[src/rtl/array_pkg.sv]
`default_nettype none
// +----------------------------------------------------------------------+
// | array_pkg : shared types and default sizes for the array scan stage  |
// | Revision  : 1.0                                                       |
// +----------------------------------------------------------------------+
package array_pkg;

  typedef enum logic [1:0] {
    IDLE = 2'd0,
    SCAN = 2'd1,
    DONE = 2'd2
  } scan_state_t;

  localparam int DEF_N     = 8;
  localparam int DEF_WIDTH = 8;

endpackage
`default_nettype wire

[src/rtl/scan_cmp_track.sv]
`default_nettype none
// +----------------------------------------------------------------------+
// | scan_cmp_track : registered value/index pair, load or keep-better    |
// | Revision       : 1.0                                                  |
// +----------------------------------------------------------------------+
module scan_cmp_track #(
  parameter int WIDTH    = 8,
  parameter int SELW     = 3,
  parameter bit FIND_MAX = 1'b1
) (
  input  logic             clk,
  input  logic             rst,
  input  logic             clr,
  input  logic             en,
  input  logic             load,
  input  logic [SELW-1:0]  idx,
  input  logic [WIDTH-1:0] data,
  output logic [WIDTH-1:0] val,
  output logic [SELW-1:0]  val_idx
);

  logic [WIDTH-1:0] val_q, val_d;
  logic [SELW-1:0]  idx_q, idx_d;
  logic             better;

  // Strict comparison so that ties keep the earliest index.
  generate
    if (FIND_MAX) begin : g_max
      assign better = (data > val_q);
    end else begin : g_min
      assign better = (data < val_q);
    end
  endgenerate

  always_comb begin
    val_d = val_q;
    idx_d = idx_q;
    if (clr) begin
      val_d = '0;
      idx_d = '0;
    end else if (en && (load || better)) begin
      val_d = data;
      idx_d = idx;
    end
  end

  always_ff @(posedge clk) begin
    if (rst) begin
      val_q <= '0;
      idx_q <= '0;
    end else begin
      val_q <= val_d;
      idx_q <= idx_d;
    end
  end

  assign val     = val_q;
  assign val_idx = idx_q;

endmodule
`default_nettype wire

[src/rtl/array_max_scan.sv]
`default_nettype none
// +----------------------------------------------------------------------+
// | array_max_scan : walks the operand mux 0..len-1, tracks max (+index) |
// | Option ARRAY_SCAN_MIN_EN adds min_val/min_idx.   Revision : 1.0      |
// +----------------------------------------------------------------------+
module array_max_scan
  import array_pkg::*;
#(
  parameter  int N     = DEF_N,
  parameter  int WIDTH = DEF_WIDTH,
  localparam int SELW  = $clog2(N),
  localparam int LENW  = $clog2(N + 1)
) (
  input  logic             clk,
  input  logic             rst,
  input  logic             start,
  input  logic [LENW-1:0]  len,
  output logic [SELW-1:0]  mux_sel,
  input  logic [WIDTH-1:0] mux_data,
  output logic             busy,
  output logic             done,
  output logic [WIDTH-1:0] max_val,
  output logic [SELW-1:0]  max_idx
`ifdef ARRAY_SCAN_MIN_EN
  ,
  output logic [WIDTH-1:0] min_val,
  output logic [SELW-1:0]  min_idx
`endif
);

  localparam logic [LENW-1:0] N_LEN = LENW'(N);

  scan_state_t     state_q, state_d;
  logic [LENW-1:0] len_q, len_d;
  logic [SELW-1:0] mux_sel_q, mux_sel_d;
  logic            accept;
  logic            last_elem;
  logic            scan_en;
  logic            scan_load;

  always_comb begin
    state_d   = state_q;
    len_d     = len_q;
    mux_sel_d = mux_sel_q;
    accept    = 1'b0;
    last_elem = (LENW'(mux_sel_q) == (len_q - LENW'(1)));
    unique case (state_q)
      IDLE: begin
        if (start) begin
          accept    = 1'b1;
          len_d     = (len > N_LEN) ? N_LEN : len;
          mux_sel_d = '0;
          state_d   = (len == '0) ? DONE : SCAN;
        end
      end
      SCAN: begin
        if (last_elem) begin
          mux_sel_d = '0;
          state_d   = DONE;
        end else begin
          mux_sel_d = mux_sel_q + SELW'(1);
        end
      end
      DONE: begin
        mux_sel_d = '0;
        state_d   = IDLE;
      end
      default: begin
        mux_sel_d = '0;
        state_d   = IDLE;
      end
    endcase
  end

  always_ff @(posedge clk) begin
    if (rst) begin
      state_q   <= IDLE;
      len_q     <= '0;
      mux_sel_q <= '0;
    end else begin
      state_q   <= state_d;
      len_q     <= len_d;
      mux_sel_q <= mux_sel_d;
    end
  end

  assign scan_en   = (state_q == SCAN);
  assign scan_load = (mux_sel_q == '0);
  assign mux_sel   = mux_sel_q;
  assign busy      = (state_q == SCAN);
  assign done      = (state_q == DONE);

  // Results clear on an accepted start so a zero-length scan reports 0/0.
  scan_cmp_track #(
    .WIDTH    (WIDTH),
    .SELW     (SELW),
    .FIND_MAX (1'b1)
  ) u_max (
    .clk     (clk),
    .rst     (rst),
    .clr     (accept),
    .en      (scan_en),
    .load    (scan_load),
    .idx     (mux_sel_q),
    .data    (mux_data),
    .val     (max_val),
    .val_idx (max_idx)
  );

`ifdef ARRAY_SCAN_MIN_EN
  scan_cmp_track #(
    .WIDTH    (WIDTH),
    .SELW     (SELW),
    .FIND_MAX (1'b0)
  ) u_min (
    .clk     (clk),
    .rst     (rst),
    .clr     (accept),
    .en      (scan_en),
    .load    (scan_load),
    .idx     (mux_sel_q),
    .data    (mux_data),
    .val     (min_val),
    .val_idx (min_idx)
  );
`else
  // Only the max tracker is built in this configuration.
`endif

endmodule
`default_nettype wire

[config.mk]
export PLATFORM = sky130hd
export DESIGN_NAME = array_max_scan
export DESIGN_NICKNAME = d
export VERILOG_FILES = /design/src/rtl/array_pkg.sv /design/src/rtl/scan_cmp_track.sv /design/src/rtl/array_max_scan.sv
export SDC_FILE = /design/constraint.sdc
export NUM_CORES = 1
export LEC_CHECK = 0
export ABC_CLOCK_PERIOD_IN_PS = 1800
export CORE_MARGIN = 1.5
export CORE_UTILIZATION = 43
export CTS_CLUSTER_DIAMETER = 200
export DETAILED_ROUTE_END_ITERATION = 8
export GPL_TIMING_DRIVEN = 0
export PLACE_DENSITY = 0.77
export SLEW_MARGIN = 10
export SYNTH_ARGS = -nofsm -noshare
export SYNTH_HDL_FRONTEND = slang
export SYNTH_SLANG_ARGS = --single-unit
export TNS_END_PERCENT = 50
[constraint.sdc]
create_clock -name clk -period 1.8 [get_ports clk]
set_input_delay 0.18 -clock clk [delete_from_list [all_inputs] [get_ports clk]]
set_output_delay 0.18 -clock clk [all_outputs]
set_load 0.01 [all_outputs]
==> impl_metrics.ini <==
[timing]
finalCritPeriodShare = 1.08
max-slew-margin-rel = 0.642
final.setup.worst_slack_ns = -0.138
rsz0062_at_grt = true
fin_skew_ns = 0.00270
worst_slew_pin_slew_ns = 0.531
hold_viol = 0
fmax_ghz = 0.516
drv_slew = 0
setup_viol = 11
fin_crit_ns = 1.94

[synth]
avgSynthCellArea_sq_um = 8.51
ys_types = 32
synth_area_leaders = dfxtp_1 (35%), ha_1 (12%), mux2i_1 (8.7%)
synth_flop_cell = dfxtp_1
async_reset_ff_frac = 0
netlist.area_leader.share = 0.349
syn_nets = 161
yosys_warnings = 0
ys_seq_area_frac = 0.349
yosysTopAreaCell = dfxtp_1
synth_edf_count = 0
syn-cell-area_sq_mm = 0.00115
syn_inst = 135
ys_ff_latch = 20

[floorplan]
placementRows = 18
core_area_sq_mm = 0.00250
die-area_sq_mm = 0.00299
ios = 31
die_h_um = 54.7
start_util = 0.459
die_x_um = 54.7

[run_status]
status = finished with violations
violations = setup timing

[detailed_routing]
dr.pass1.iters = 4
drt-initial-drc-count = 14
m1WireLength_um = 1240
top_layer = met4
wire_per_inst_um = 14.1
final_antenna_net_count = 0
vias_per_cell = 5.24
met2_length_um = 1520
num_vias = 1096
wl_met3_um = 142
wl_um = 2940
drc = 0

[global_routing]
grt_pass1_vias = 1095
grt_max_degree = 12
grt-ovfl-total = 0
antenna_found_initial = 0
grt_pass1_wl_um = 4510
grt_use_total = 0.211

[power]
power.leakage_nw = 0.675
power.internal_uw = 752
switching_share = 0.300
vdd_drop_max_v = 0.000454
p_clk_frac = 0.251
seq_power_share = 0.454
p_per_area_mw_per_mm2 = 623
p_comb_frac = 0.295
switchingPower_uw = 321
power.total_mw = 1.07

[final_layout]
nets = 206
antennaDiodeCount = 0
regArea_sq_um = 412
layout_common_cells = clkdlybuf4s50_1 (29), nand2_1 (24), buf_4 (11), dfxtp_1 (11), mux2i_1 (10)
syn2layout_area_growth_pct = 49.9
fill_cells = 209
final_cell_area_sq_mm = 0.00172
mostFrequentLayoutCell = clkdlybuf4s50_1
drive_gt1_frac = 0.246
multi_input_area_sq_um = 787

[setup_path]
crit_required_ns = 2.02
arrival_ns = 2.16
worstSetupStartpointType = flop
path_class = flop to flop
cp-end-kind = flop
path_max_fanout = 5

[clocking]
clkTransAtPathRegs_ns = 0.12
clock_path_buffers = 2
cts.sinks = 20
clk_latency_ns = 0.30
cts_root_buffer = clkbuf_4
cts_buffers = 3
cts.htree.levels = 1
cts_tree = done

[placed_design]
dp_hpwl_um = 1930
place_area_sq_mm = 0.00149
gp_congestion = 0.740
portBuffers = 30

[hold_path]
hold_path.class = input port to flop

[flow_run]
maxCapViolCount = 0
## worst max-delay path, stage by stage (launching register included)
cell and delay, ns:
dfxtp_2 0.35, inv_2 0.05, ha_4 0.20, nor2b_1 0.12, o211ai_1 0.19, a211oi_2 0.14
o31ai_2 0.33, buf_4 0.23, mux2i_1 0.23
## final timing paths
| kind | startpoint | endpoint | slack [ns] | depth (start not counted) |
|---|---|---|---|---|
| worst max-delay path | u_max.val[1] | u_max.val[4] | -0.14 | 8 |
| worst min register to register | u_max.val[2] | u_max.val[2] | 0.48 | 2 |
| worst min-delay path | mux_data[1] | u_max.val[1] | 0.31 | 3 |
| worst max register to register | u_max.val[1] | u_max.val[4] | -0.14 | 8 |
## cell families (layout without fill, tap and decap cells)
logic type,Yosys count,count (layout),share of synthesized area
flops,20,20,0.349
buf+inv,19,63,0.0632
simple gates,50,50,0.215
mux,10,10,0.0871
compound gates,20,20,0.129
fa+ha+maj,11,11,0.120
xor+xnor,5,5,0.0381
## metal layers
metal,vias up,GRT usage
met5,-,0
met3,6,0.0328
li1,546,-
met2,28,0.403
met4,0,0.113
met1,516,0.216
## cell type report
class,count,area share
Multi-Input combinational cell,96,0.457
Clock buffer,4,0.0211
Tap cell,30,0.0218
Sequential cell,20,0.239
Buffer,4,0.0109
Inverter,15,0.0327
Timing Repair Buffer,40,0.217
## what timing repair did
item,CTS,global route
hold buffers,0,0
endpoints found under the setup margin,14,14
gates resized for setup,24,7
gates cloned,1,0
buffers inserted,8,1
pin swaps,6,7
## power groups by stage
stage                     combinational [mW]  sequential (mW)  clock, mW
after global routing                   0.344            0.490      0.288
final                                  0.316            0.487      0.269
after CTS                              0.300            0.486      0.270
after detailed placement               0.255            0.495          0
after floorplan                        0.151            0.496          0
after global placement                 0.248            0.494          0
## through the flow
stage	setup WS (ns)	setup TNS, ns	hold WS, ns	util	cells
3_5_place_dp	-0.388	-4.02	0.460	0.596	195
5_1_grt	-0.231	-2.14	0.325	0.689	209
6_report	-0.138	-0.833	0.308	0.689	209
3_3_place_gp	-0.296	-3.20	0.449	0.596	195
2_1_floorplan	0.0148	0	0.316	-	135
4_1_cts	0.000927	0	0.302	0.671	208
## Yosys cell counts (all sizes together) (2+ instances only)
| library cell | instances |
|---|---|
| dfxtp | 20 |
| clkbuf | 3 |
| nor3b | 3 |
| mux2i | 10 |
| inv | 15 |
| xnor2 | 4 |
| nor2b | 3 |
| o31ai | 2 |
| nand2b | 2 |
| nor4 | 3 |
| nand2 | 24 |
| nand4 | 2 |
| a21oi | 9 |
| nor2 | 7 |
| o211ai | 2 |
| ha | 11 |
## flip-flops by register name, indices dropped and copies added, names as in the netlist
signal and flops:
state_q 2, len_q 4, mux_sel 3, u_max.val 8, u_max.val_idx 3
No activity file was read; power rests on OpenSTA's default activity.
